[src/rtl/axi_remap_pkg.sv]
// Shared types and the region-decode helper for the AXI address remapper.
// Decode is done at a fixed maximum width; callers zero-extend and truncate.
package axi_remap_pkg;

    localparam int MAX_AW      = 64;
    localparam int MAX_REGIONS = 16;

    localparam logic [1:0] RESP_OKAY   = 2'b00;
    localparam logic [1:0] RESP_DECERR = 2'b11;

    typedef enum logic [1:0] {
        W_IDLE = 2'd0,
        W_FWD  = 2'd1,
        W_SINK = 2'd2,
        W_RESP = 2'd3
    } wstate_e;

    typedef enum logic {
        R_IDLE = 1'b0,
        R_ERR  = 1'b1
    } rstate_e;

    typedef struct packed {
        logic              hit;
        logic [3:0]        idx;
        logic [MAX_AW-1:0] addr;
    } decode_t;

    function automatic decode_t region_decode(
        input logic [MAX_AW-1:0]             addr,
        input logic [MAX_REGIONS*MAX_AW-1:0] base,
        input logic [MAX_REGIONS*MAX_AW-1:0] mask,
        input logic [MAX_REGIONS*MAX_AW-1:0] tgt,
        input int                            nregions
    );
        decode_t           res;
        logic [MAX_AW-1:0] m;
        res.hit  = 1'b0;
        res.idx  = '0;
        res.addr = addr;
        // Scanning downward leaves the lowest matching region as the winner.
        for (int i = MAX_REGIONS - 1; i >= 0; i--) begin
            m = mask[i*MAX_AW +: MAX_AW];
            if (i < nregions && (addr & m) == (base[i*MAX_AW +: MAX_AW] & m)) begin
                res.hit  = 1'b1;
                res.idx  = 4'(i);
                res.addr = (addr & ~m) | (tgt[i*MAX_AW +: MAX_AW] & m);
            end
        end
        return res;
    endfunction

endpackage

[src/rtl/axi_remap_slice.sv]
// One-entry valid/ready register slice; accepts a new word in the same cycle
// the held word drains, so it sustains one transfer per cycle.
module axi_remap_slice #(
    parameter int P_WIDTH = 8
) (
    input  logic               clk,
    input  logic               rst,
    input  logic               s_valid,
    input  logic [P_WIDTH-1:0] s_data,
    output logic               s_ready,
    output logic               m_valid,
    output logic [P_WIDTH-1:0] m_data,
    input  logic               m_ready
);

    logic               full_q, full_d;
    logic [P_WIDTH-1:0] data_q, data_d;

    assign s_ready = !full_q || m_ready;
    assign m_valid = full_q;
    assign m_data  = data_q;

    always_comb begin
        full_d = full_q;
        data_d = data_q;
        if (s_valid && s_ready) begin
            full_d = 1'b1;
            data_d = s_data;
        end else if (m_ready) begin
            full_d = 1'b0;
        end
    end

    always_ff @(posedge clk or posedge rst) begin
        if (rst) begin
            full_q <= 1'b0;
            data_q <= '0;
        end else begin
            full_q <= full_d;
            data_q <= data_d;
        end
    end

endmodule

[src/rtl/axi_remap_regions.sv]
// AXI4 address remapper: N-region decode with registered AW/AR slices and a
// local DECERR responder so unmapped bursts never reach the downstream slave.
module axi_remap_regions
    import axi_remap_pkg::*;
#(
    parameter int P_AXI_IDWIDTH = 5,
    parameter int P_ADDRWIDTH   = 32,
    parameter int P_DATAWIDTH   = 64,
    parameter int P_USERWIDTH   = 1,
    parameter int P_NREGIONS    = 4,
    parameter logic [P_NREGIONS*P_ADDRWIDTH-1:0] P_REGION_BASE = '0,
    parameter logic [P_NREGIONS*P_ADDRWIDTH-1:0] P_REGION_MASK = '0,
    parameter logic [P_NREGIONS*P_ADDRWIDTH-1:0] P_REGION_TGT  = '0,
    parameter bit   P_DECERR    = 1'b1,
    parameter int   P_MAXOUT    = 8
) (
    input  logic                     clk,
    input  logic                     rst,
    // slave write address
    input  logic [P_ADDRWIDTH-1:0]   axis_awaddr,
    input  logic [7:0]               axis_awlen,
    input  logic [2:0]               axis_awsize,
    input  logic [1:0]               axis_awburst,
    input  logic [P_AXI_IDWIDTH-1:0] axis_awid,
    input  logic                     axis_awlock,
    input  logic [3:0]               axis_awcache,
    input  logic [2:0]               axis_awprot,
    input  logic [P_USERWIDTH-1:0]   axis_awuser,
    input  logic                     axis_awvalid,
    output logic                     axis_awready,
    // slave write data
    input  logic [P_DATAWIDTH-1:0]   axis_wdata,
    input  logic [P_DATAWIDTH/8-1:0] axis_wstrb,
    input  logic                     axis_wlast,
    input  logic [P_USERWIDTH-1:0]   axis_wuser,
    input  logic                     axis_wvalid,
    output logic                     axis_wready,
    // slave write response
    output logic [P_AXI_IDWIDTH-1:0] axis_bid,
    output logic [1:0]               axis_bresp,
    output logic [P_USERWIDTH-1:0]   axis_buser,
    output logic                     axis_bvalid,
    input  logic                     axis_bready,
    // slave read address
    input  logic [P_ADDRWIDTH-1:0]   axis_araddr,
    input  logic [7:0]               axis_arlen,
    input  logic [2:0]               axis_arsize,
    input  logic [1:0]               axis_arburst,
    input  logic [P_AXI_IDWIDTH-1:0] axis_arid,
    input  logic                     axis_arlock,
    input  logic [3:0]               axis_arcache,
    input  logic [2:0]               axis_arprot,
    input  logic [P_USERWIDTH-1:0]   axis_aruser,
    input  logic                     axis_arvalid,
    output logic                     axis_arready,
    // slave read data
    output logic [P_AXI_IDWIDTH-1:0] axis_rid,
    output logic [P_DATAWIDTH-1:0]   axis_rdata,
    output logic [1:0]               axis_rresp,
    output logic                     axis_rlast,
    output logic [P_USERWIDTH-1:0]   axis_ruser,
    output logic                     axis_rvalid,
    input  logic                     axis_rready,
    // master write address
    output logic [P_ADDRWIDTH-1:0]   axim_awaddr,
    output logic [7:0]               axim_awlen,
    output logic [2:0]               axim_awsize,
    output logic [1:0]               axim_awburst,
    output logic [P_AXI_IDWIDTH-1:0] axim_awid,
    output logic                     axim_awlock,
    output logic [3:0]               axim_awcache,
    output logic [2:0]               axim_awprot,
    output logic [P_USERWIDTH-1:0]   axim_awuser,
    output logic                     axim_awvalid,
    input  logic                     axim_awready,
    // master write data
    output logic [P_DATAWIDTH-1:0]   axim_wdata,
    output logic [P_DATAWIDTH/8-1:0] axim_wstrb,
    output logic                     axim_wlast,
    output logic [P_USERWIDTH-1:0]   axim_wuser,
    output logic                     axim_wvalid,
    input  logic                     axim_wready,
    // master write response
    input  logic [P_AXI_IDWIDTH-1:0] axim_bid,
    input  logic [1:0]               axim_bresp,
    input  logic [P_USERWIDTH-1:0]   axim_buser,
    input  logic                     axim_bvalid,
    output logic                     axim_bready,
    // master read address
    output logic [P_ADDRWIDTH-1:0]   axim_araddr,
    output logic [7:0]               axim_arlen,
    output logic [2:0]               axim_arsize,
    output logic [1:0]               axim_arburst,
    output logic [P_AXI_IDWIDTH-1:0] axim_arid,
    output logic                     axim_arlock,
    output logic [3:0]               axim_arcache,
    output logic [2:0]               axim_arprot,
    output logic [P_USERWIDTH-1:0]   axim_aruser,
    output logic                     axim_arvalid,
    input  logic                     axim_arready,
    // master read data
    input  logic [P_AXI_IDWIDTH-1:0] axim_rid,
    input  logic [P_DATAWIDTH-1:0]   axim_rdata,
    input  logic [1:0]               axim_rresp,
    input  logic                     axim_rlast,
    input  logic [P_USERWIDTH-1:0]   axim_ruser,
    input  logic                     axim_rvalid,
    output logic                     axim_rready,
    // state observation
    output wstate_e                  dbg_wst,
    output rstate_e                  dbg_rst
);

    localparam int AX_W = P_ADDRWIDTH + 8 + 3 + 2 + P_AXI_IDWIDTH + 1 + 4 + 3 + P_USERWIDTH;
    localparam int CW   = $clog2(P_MAXOUT + 1);

    logic [MAX_REGIONS*MAX_AW-1:0] base_pad, mask_pad, tgt_pad;

    always_comb begin
        base_pad = '0;
        mask_pad = '0;
        tgt_pad  = '0;
        for (int i = 0; i < P_NREGIONS; i++) begin
            base_pad[i*MAX_AW +: MAX_AW] = MAX_AW'(P_REGION_BASE[i*P_ADDRWIDTH +: P_ADDRWIDTH]);
            mask_pad[i*MAX_AW +: MAX_AW] = MAX_AW'(P_REGION_MASK[i*P_ADDRWIDTH +: P_ADDRWIDTH]);
            tgt_pad[i*MAX_AW +: MAX_AW]  = MAX_AW'(P_REGION_TGT[i*P_ADDRWIDTH +: P_ADDRWIDTH]);
        end
    end

    decode_t aw_map, ar_map;
    logic    aw_fwd, ar_fwd;

    assign aw_map = region_decode(MAX_AW'(axis_awaddr), base_pad, mask_pad, tgt_pad, P_NREGIONS);
    assign ar_map = region_decode(MAX_AW'(axis_araddr), base_pad, mask_pad, tgt_pad, P_NREGIONS);
    assign aw_fwd = aw_map.hit || !P_DECERR;
    assign ar_fwd = ar_map.hit || !P_DECERR;

    // ---------------- write side ----------------
    wstate_e                  wst_q, wst_d;
    logic [P_AXI_IDWIDTH-1:0] awid_q, awid_d;
    logic [CW-1:0]            wout_q, wout_d;
    logic                     aw_s_valid, aw_s_ready, aw_slot;
    logic [AX_W-1:0]          aw_s_data, aw_m_data;

    assign aw_slot      = (wst_q == W_IDLE) && (wout_q < CW'(P_MAXOUT));
    // Misses wait until nothing forwarded is pending so same-ID order holds.
    assign axis_awready = aw_slot && (aw_fwd ? aw_s_ready : (wout_q == '0 && !axim_awvalid));
    assign aw_s_valid   = axis_awvalid && aw_slot && aw_fwd;
    assign aw_s_data    = {aw_map.addr[P_ADDRWIDTH-1:0], axis_awlen, axis_awsize, axis_awburst,
                           axis_awid, axis_awlock, axis_awcache, axis_awprot, axis_awuser};

    axi_remap_slice #(.P_WIDTH(AX_W)) u_aw_slice (
        .clk     (clk),
        .rst     (rst),
        .s_valid (aw_s_valid),
        .s_data  (aw_s_data),
        .s_ready (aw_s_ready),
        .m_valid (axim_awvalid),
        .m_data  (aw_m_data),
        .m_ready (axim_awready)
    );

    assign {axim_awaddr, axim_awlen, axim_awsize, axim_awburst, axim_awid,
            axim_awlock, axim_awcache, axim_awprot, axim_awuser} = aw_m_data;

    assign axim_wdata  = axis_wdata;
    assign axim_wstrb  = axis_wstrb;
    assign axim_wlast  = axis_wlast;
    assign axim_wuser  = axis_wuser;
    assign axim_wvalid = (wst_q == W_FWD) && axis_wvalid;
    assign axis_wready = (wst_q == W_FWD) ? axim_wready : (wst_q == W_SINK);

    assign axis_bvalid = (wst_q == W_RESP) ? 1'b1        : axim_bvalid;
    assign axis_bid    = (wst_q == W_RESP) ? awid_q      : axim_bid;
    assign axis_bresp  = (wst_q == W_RESP) ? RESP_DECERR : axim_bresp;
    assign axis_buser  = (wst_q == W_RESP) ? '0          : axim_buser;
    assign axim_bready = (wst_q != W_RESP) && axis_bready;

    always_comb begin
        wst_d  = wst_q;
        awid_d = awid_q;
        case (wst_q)
            W_IDLE: if (axis_awvalid && axis_awready) begin
                if (aw_fwd) begin
                    wst_d = W_FWD;
                end else begin
                    wst_d  = W_SINK;
                    awid_d = axis_awid;
                end
            end
            W_FWD:   if (axim_wvalid && axim_wready && axis_wlast) wst_d = W_IDLE;
            W_SINK:  if (axis_wvalid && axis_wlast) wst_d = W_RESP;
            W_RESP:  if (axis_bready) wst_d = W_IDLE;
            default: wst_d = W_IDLE;
        endcase
    end

    always_comb begin
        wout_d = wout_q;
        if ((axim_awvalid && axim_awready) && !(axim_bvalid && axim_bready)) begin
            wout_d = wout_q + CW'(1);
        end else if (!(axim_awvalid && axim_awready) && (axim_bvalid && axim_bready)) begin
            wout_d = wout_q - CW'(1);
        end
    end

    // ---------------- read side ----------------
    rstate_e                  rst_q, rst_d;
    logic [P_AXI_IDWIDTH-1:0] arid_q, arid_d;
    logic [7:0]               rcnt_q, rcnt_d;
    logic [CW-1:0]            rout_q, rout_d;
    logic                     ar_s_valid, ar_s_ready, ar_slot;
    logic [AX_W-1:0]          ar_s_data, ar_m_data;

    assign ar_slot      = (rst_q == R_IDLE) && (rout_q < CW'(P_MAXOUT));
    assign axis_arready = ar_slot && (ar_fwd ? ar_s_ready : (rout_q == '0 && !axim_arvalid));
    assign ar_s_valid   = axis_arvalid && ar_slot && ar_fwd;
    assign ar_s_data    = {ar_map.addr[P_ADDRWIDTH-1:0], axis_arlen, axis_arsize, axis_arburst,
                           axis_arid, axis_arlock, axis_arcache, axis_arprot, axis_aruser};

    axi_remap_slice #(.P_WIDTH(AX_W)) u_ar_slice (
        .clk     (clk),
        .rst     (rst),
        .s_valid (ar_s_valid),
        .s_data  (ar_s_data),
        .s_ready (ar_s_ready),
        .m_valid (axim_arvalid),
        .m_data  (ar_m_data),
        .m_ready (axim_arready)
    );

    assign {axim_araddr, axim_arlen, axim_arsize, axim_arburst, axim_arid,
            axim_arlock, axim_arcache, axim_arprot, axim_aruser} = ar_m_data;

    assign axis_rvalid = (rst_q == R_ERR) ? 1'b1             : axim_rvalid;
    assign axis_rdata  = (rst_q == R_ERR) ? '0               : axim_rdata;
    assign axis_rresp  = (rst_q == R_ERR) ? RESP_DECERR      : axim_rresp;
    assign axis_rid    = (rst_q == R_ERR) ? arid_q           : axim_rid;
    assign axis_rlast  = (rst_q == R_ERR) ? (rcnt_q == 8'd0) : axim_rlast;
    assign axis_ruser  = (rst_q == R_ERR) ? '0               : axim_ruser;
    assign axim_rready = (rst_q == R_IDLE) && axis_rready;

    always_comb begin
        rst_d  = rst_q;
        arid_d = arid_q;
        rcnt_d = rcnt_q;
        case (rst_q)
            R_IDLE: if (axis_arvalid && axis_arready && !ar_fwd) begin
                rst_d  = R_ERR;
                arid_d = axis_arid;
                rcnt_d = axis_arlen;
            end
            R_ERR: if (axis_rready) begin
                if (rcnt_q == 8'd0) rst_d = R_IDLE;
                else                rcnt_d = rcnt_q - 8'd1;
            end
            default: rst_d = R_IDLE;
        endcase
    end

    always_comb begin
        rout_d = rout_q;
        if ((axim_arvalid && axim_arready) && !(axim_rvalid && axim_rready && axim_rlast)) begin
            rout_d = rout_q + CW'(1);
        end else if (!(axim_arvalid && axim_arready) && (axim_rvalid && axim_rready && axim_rlast)) begin
            rout_d = rout_q - CW'(1);
        end
    end

    always_ff @(posedge clk or posedge rst) begin
        if (rst) begin
            wst_q  <= W_IDLE;
            awid_q <= '0;
            wout_q <= '0;
            rst_q  <= R_IDLE;
            arid_q <= '0;
            rcnt_q <= '0;
            rout_q <= '0;
        end else begin
            wst_q  <= wst_d;
            awid_q <= awid_d;
            wout_q <= wout_d;
            rst_q  <= rst_d;
            arid_q <= arid_d;
            rcnt_q <= rcnt_d;
            rout_q <= rout_d;
        end
    end

    assign dbg_wst = wst_q;
    assign dbg_rst = rst_q;

endmodule

[config.mk]
export PLATFORM = sky130hd
export DESIGN_NAME = axi_remap_regions
export DESIGN_NICKNAME = d
export VERILOG_FILES = /design/src/rtl/axi_remap_pkg.sv /design/src/rtl/axi_remap_slice.sv /design/src/rtl/axi_remap_regions.sv
export SDC_FILE = /design/constraint.sdc
export NUM_CORES = 1
export LEC_CHECK = 0
export ABC_AREA = 1
export CAP_MARGIN = 5
export CORE_AREA = 2 2 219 221
export DETAILED_ROUTE_END_ITERATION = 10
export DIE_AREA = 0 0 221 223
export PLACE_DENSITY = 0.5
export SYNTH_ARGS = -nofsm -noshare
export SYNTH_HDL_FRONTEND = slang
export SYNTH_HIERARCHICAL = 1
export SYNTH_SLANG_ARGS = --single-unit
[constraint.sdc]
create_clock -name clk -period 1.7 [get_ports clk]
set_input_delay 0.17 -clock clk [delete_from_list [all_inputs] [get_ports clk]]
set_output_delay 0.17 -clock clk [all_outputs]
set_load 0.02 [all_outputs]
=== Yosys cells after proc, flatten, opt, wreduce, memory -nomap -nowiden ===
Cells that the tools add are included.

* Bits in registers: 139
* Input bits: 285
* Output and inout port bits: 286
* Logic and storage cells: 97

* $add $sub $neg: 5
* Magnitude comparators: 2
* Equal/unequal tests: 10
* Mux-type cells: 30
* Bitwise logic cells: 1
* Reductions and logical operators: 40

{| class="wikitable"
|+ Operator list
! operator !! count
|-
| $mux 64 || 1
|-
| $logic_and 1x1->1 || 24
|-
| $mux 8 || 3
|-
| $mux 4 || 4
|-
| $mux 1 || 12
|-
| $mux 2 || 6
|-
| $mux 5 || 2
|-
| $add 4x1->4 const B || 2
|-
| $logic_not 8->1 || 1
|-
| $lt 4x4->1 const B || 2
|-
| $ne 2x2->1 const B || 4
|-
| $pmux 2 s4 || 1
|-
| $reduce_bool 2->1 || 4
|-
| $sub 4x1->4 const B || 2
|-
| $sub 8x1->8 const B || 1
|-
| $logic_not 1->1 || 6
|-
| $ne 2x1->1 const B || 3
|-
| $eq 2x2->1 const B || 2
|-
| $reduce_and 4->1 || 1
|-
| $reduce_and 3->1 || 1
|-
| $eq 2x1->1 const B || 1
|-
| $logic_not 2->1 || 1
|-
| $logic_or 1x1->1 || 2
|-
| $pmux 1 s2 || 1
|-
| $not 1->1 || 1
|}

=== Longest topological paths before layout ===
* Depth after elaboration: 7
* Mapped depth: 14
* Gate-level depth less buffers: 13

=== Cells and area by module ===
The synthesis kept the hierarchy.

{| class="wikitable"
|+ By module, submodules not included
! module !! instances !! cells each !! area each (um2) !! seq. area each (um2)
|-
| axi_remap_slice || 2 || 261 || 2513.7 || 1501.4
|-
| axi_remap_regions || 1 || 412 || 2491.1 || 475.5
|}

=== Worst setup path after synthesis ===
OpenSTA, ideal clock, no wires.

* Path kind: register -> register
* Start point: register rst_q (netlist: dbg_rst)
* End point: register rout_q[3]
* Setup time: 0.116 ns
* Arrival time: 2.230 ns
* Required time: 1.584 ns
* Path slack: -0.647 ns
* Stages on the path, launching flop included: 14
* Buffers on the path: 2
* Period minus slack after synthesis: 2.347 ns
* Cells stage by stage: dfrtp_1 buf_2 buf_2 nor2_1 nand3_1 ha_1 inv_1 ha_1 a21oi_1 nand2_1 nand2_1 nand2_1 nand2_1 nand2_1

* Word-level cells in the longest chain between the ends: 7
* Elaborated cells between the ends (all ways): 9
* Those cells by class: 1 x mux; 1 x bitwise; 7 x reduce/logical

{| class="wikitable"
|+ RTL lines
! what !! line !! source
|-
| from (decl) || axi_remap_regions.sv:208 || <nowiki>rstate_e rst_q, rst_d;</nowiki>
|-
| from (signal assigned) || axi_remap_regions.sv:283 || <nowiki>rst_q <= rst_d;</nowiki>
|-
| $not 1->1 * || axi_remap_regions.sv:241 || <nowiki>assign axim_rready = (rst_q == R_IDLE) && axis_rready;</nowiki>
|-
| $logic_and 1x1->1 * || axi_remap_regions.sv:241 ||
|-
| via axim_rready || axi_remap_regions.sv:108 || <nowiki>output logic axim_rready,</nowiki>
|-
| $logic_and 1x1->1 * (2 in a row) || axi_remap_regions.sv:263, axi_remap_regions.sv:265 ||
|-
| $logic_not 1->1 || axi_remap_regions.sv:263 || <nowiki>if ((axim_arvalid && axim_arready) && !(axim_rvalid && axim_rready && axim_rlast)) begin</nowiki>
|-
| $logic_and 1x1->1 || axi_remap_regions.sv:263 ||
|-
| $mux 4 / $reduce_bool 2->1 (equally long branches) || -- ||
|-
| to (signal assigned) || axi_remap_regions.sv:286 || <nowiki>rout_q <= rout_d;</nowiki>
|-
| to (decl) || axi_remap_regions.sv:211 || <nowiki>logic [CW-1:0] rout_q, rout_d;</nowiki>
|}

The timed path passes the listed nets; every way through them passes the cells marked *.
A chain may end at the register's enable or synchronous reset.

=== Worst setup path after layout ===
* Start point: register rst_q (netlist: dbg_rst)
* End point: output port axis_rdata[5]

* Word-level cells in the longest chain between the ends: 1

{| class="wikitable"
|+ RTL lines
! what !! line !! source
|-
| $mux 64 || axi_remap_regions.sv:236 || <nowiki>assign axis_rdata = (rst_q == R_ERR) ? '0 : axim_rdata;</nowiki>
|-
| to (decl) || axi_remap_regions.sv:58 || <nowiki>output logic [P_DATAWIDTH-1:0] axis_rdata,</nowiki>
|}

Every way passes these cells.

==> metrics.cfg <==
[hold_path]
hp-class=input port to async pin

[synthesis]
synth-seq-cells=139
synth-main-ff-cell=dfrtp_1
synth_area_mm2=0.00752
ys_warn_count=6
syn_inst=934
avgSynthCellArea_um2=8.05
synth_edf_count=0
synthXorXnorAreaFrac_pct=0.815
synthSimpleGateAreaFrac_pct=31.7
ys_seq_area_share_pct=46.3
synthMuxAreaShare_pct=0
synth_top_family_by_area=simple AND/OR/NAND/NOR gates
async_reset_ff_share_pct=100
synth_nets=1229
synth_compound_area_share_pct=1.25
synthAdderAreaFrac_pct=1.86
synth.distinct_cells=31

[setup_path]
crit_slowest_cell=dfrtp_2
slowest_delay_ns=0.46
worstRegToRegCells=12
start_kind=flip-flop
r2r_slack_ns=-0.03
r2r_end=rout_q[3]
cp_cell_sequence=buf_12, nor2_1, clkdlybuf4s15_2
arrival_ns=1.59
crit_buf_inv=2
worst-path-max-fanout=70
required_ns=1.53
r2r-start=dbg_rst
critical_path_class=flip-flop to output pin
crit_path_end_kind=output pin
cp_top_family=buffers and inverters

[clocking]
path_clk_slew_ns=0.07
clock-root-buffer=clkbuf_16
clock-sinks=139
htree_levels=4
clk_latency_ns=0.45
cts_tree=yes
tritoncts.num_buffers=17
clockBufferDepth=2
ctsHoldBuffers=0

[cells_and_area]
area_growth_pct=74.4
final_cell_area_mm2=0.0131
layout-drive-gt1-share_pct=21.0
nets=1628
finish.utilization_pct=27.8

[power]
p_switching_w=0.00979
intPower_w=0.0133
switching_share_pct=42.4
total_power_w=0.0231
p_leak_nw=6.45
powerDensity_mw_per_mm2=1760
seq_power_share_pct=25.2
combPwrFrac_pct=56.7
ir_worst_vdd_uv=721
p_clk_share_pct=18.1

[die]
start_util_pct=15.9
ios=571
die_area_mm2=0.0493
row_count=80
design.core.area_mm2=0.0471
dieWidth_um=221
fp.dieH_um=223

[grt]
grt_max_degree=71
antenna_found_initial=2
overflow=0
grt_pass1_vias=7505
grt_pass1_wl_um=45100
grt_util_all_layers_pct=12.2

[outcome]
violations=setup timing
status=finished, violations left

[place]
gp_congestion=0.833
io_buffer_count=424
dp_hpwl_um=23600
placed_area_mm2=0.0122

[timing]
max_freq_ghz=0.567
skew_ns=0.0158
finalHoldViolCount=0
period_minus_slack_ns=1.76
slew_headroom_pct=63.0
period_share_pct=104
fin_ws_ns=-0.0630
worst_pin_slew_ns=0.555
setup_violations=6
slew_violations=0
rsz0062_at_grt=yes

[detailed_routing]
ant_nets=0
drtIter0Drc=382
drc=0
dr.pass1.iters=6
routed_wl_um=31800
vias_per_cell=3.83
drt-wirelength-per-cell_um=16.2
vias=7509

[flow_run]
maxCapViolations=0

-- final cells by class --
cell class	instances	area (um2)
repair buffers	496	4780
fillers	5080	34000
clock inverters	14	205
clock buffers	18	439
inverters	106	410
well taps	615	769
flip-flops and latches	139	3480
diodes	1	2.50
multi-input cells	573	3020
-- power by group through the flow --
stage	Combinational (W)	Clock (W)	Sequential, W
2_1_floorplan	0.00526	0	0.00746
3_3_place_gp	0.0125	0	0.00581
3_5_place_dp	0.0125	0	0.00585
4_1_cts	0.0126	0.00433	0.00582
5_1_grt	0.0141	0.00447	0.00601
6_report	0.0131	0.00419	0.00582
-- Yosys cell counts (3+ instances only) --
cell type	n	area, um2
a21oi_1	6	30.0
buf_12	4	80.1
buf_2	21	105
buf_4	82	616
buf_8	8	120
clkbuf_1	5	18.8
dfrtp_1	139	3480
ha_1	8	100
inv_1	104	390
nand2_1	294	1100
nand3_1	110	551
nand3_2	20	200
nand4_1	3	18.8
nor2_1	86	323
o21ai_0	5	25.0
o21ai_1	4	20.0
or2_2	6	37.5
xnor2_1	7	61.3
-- registers in the layout, summed over array words and instances, names as in the netlist --
register	cells
u_ar_slice/m_data	59
u_aw_slice/m_data	59
rcnt_q	8
rout_q	4
wout_q	4
dbg_wst	2
dbg_rst	1
u_aw_slice/m_valid	1
u_ar_slice/m_valid	1
-- cell usage in the layout (no fill, tap or decap), types with 5 or more instances in the layout --
| cell | instances |
|---|---|
| o21ai_1 | 6 |
| nand3_1 | 106 |
| inv_6 | 7 |
| buf_4 | 64 |
| nand2_1 | 288 |
| nor2_2 | 6 |
| ha_4 | 5 |
| nor2_4 | 7 |
| clkbuf_16 | 21 |
| inv_2 | 6 |
| nand3_2 | 23 |
| nand2_2 | 7 |
| dfrtp_1 | 136 |
| buf_6 | 19 |
| clkdlybuf4s50_1 | 324 |
| buf_12 | 17 |
| buf_2 | 56 |
| nand2_8 | 7 |
| xnor2_1 | 5 |
| inv_1 | 96 |
| or2_4 | 6 |
| nor2_1 | 77 |
-- metrics by stage --
| stage | setup TNS [ns] | setup WS [ns] | instances | hold WS, ns |
|---|---|---|---|---|
| finish | -0.208 | -0.0630 | 1962 | 0.168 |
| global route | -1.72 | -0.135 | 1961 | 0.226 |
| detailed placement | -2.60 | -0.242 | 1903 | 0.340 |
| global placement | -3.35 | -0.223 | 1903 | 0.340 |
| floorplan | -0.835 | -0.219 | 934 | 0.121 |
| CTS | -2.91 | -0.155 | 1947 | 0.172 |
-- cells by family after synthesis --
logic type,after synthesis
buf+inv,228
flops,139
compound gates,17
fa+ha+maj,10
simple gates,533
xor+xnor,7
-- metal layers --
layer  wire [um]  part of all wire (%)  vias up  track usage, %
met5           0                     0        -               0
met4         963                   3.0        0            5.28
met3        2490                   7.8       40            4.28
met2       16100                    51      363            21.4
met1       12200                    38     3519            13.2
li1            -                     -     3587               -
-- worst max path at each step --
stage,startpoint,endpoint,slack (ns),depth (start not counted)
2_1_floorplan,dbg_wst[1],wout_q[3],-0.22,14
3_3_place_gp,axis_rready,rout_q[3],-0.22,13
3_5_place_dp,axis_rready,rout_q[3],-0.24,13
4_1_cts,dbg_rst,axis_rdata[59],-0.16,3
5_1_grt,dbg_rst,rout_q[3],-0.14,12
6_report,dbg_rst,axis_rdata[5],-0.06,3
-- repair_timing --
item / 4_1_cts / 5_1_grt
endpoints found under the hold margin: 0 / 0
buffers inserted: 10 / 8
resized for setup: 340 / 114
setup endpoints to repair: 152 / 136
pin swaps: 13 / 18
gates cloned: 3 / 8
No activity file was read; power rests on OpenSTA's default activity.
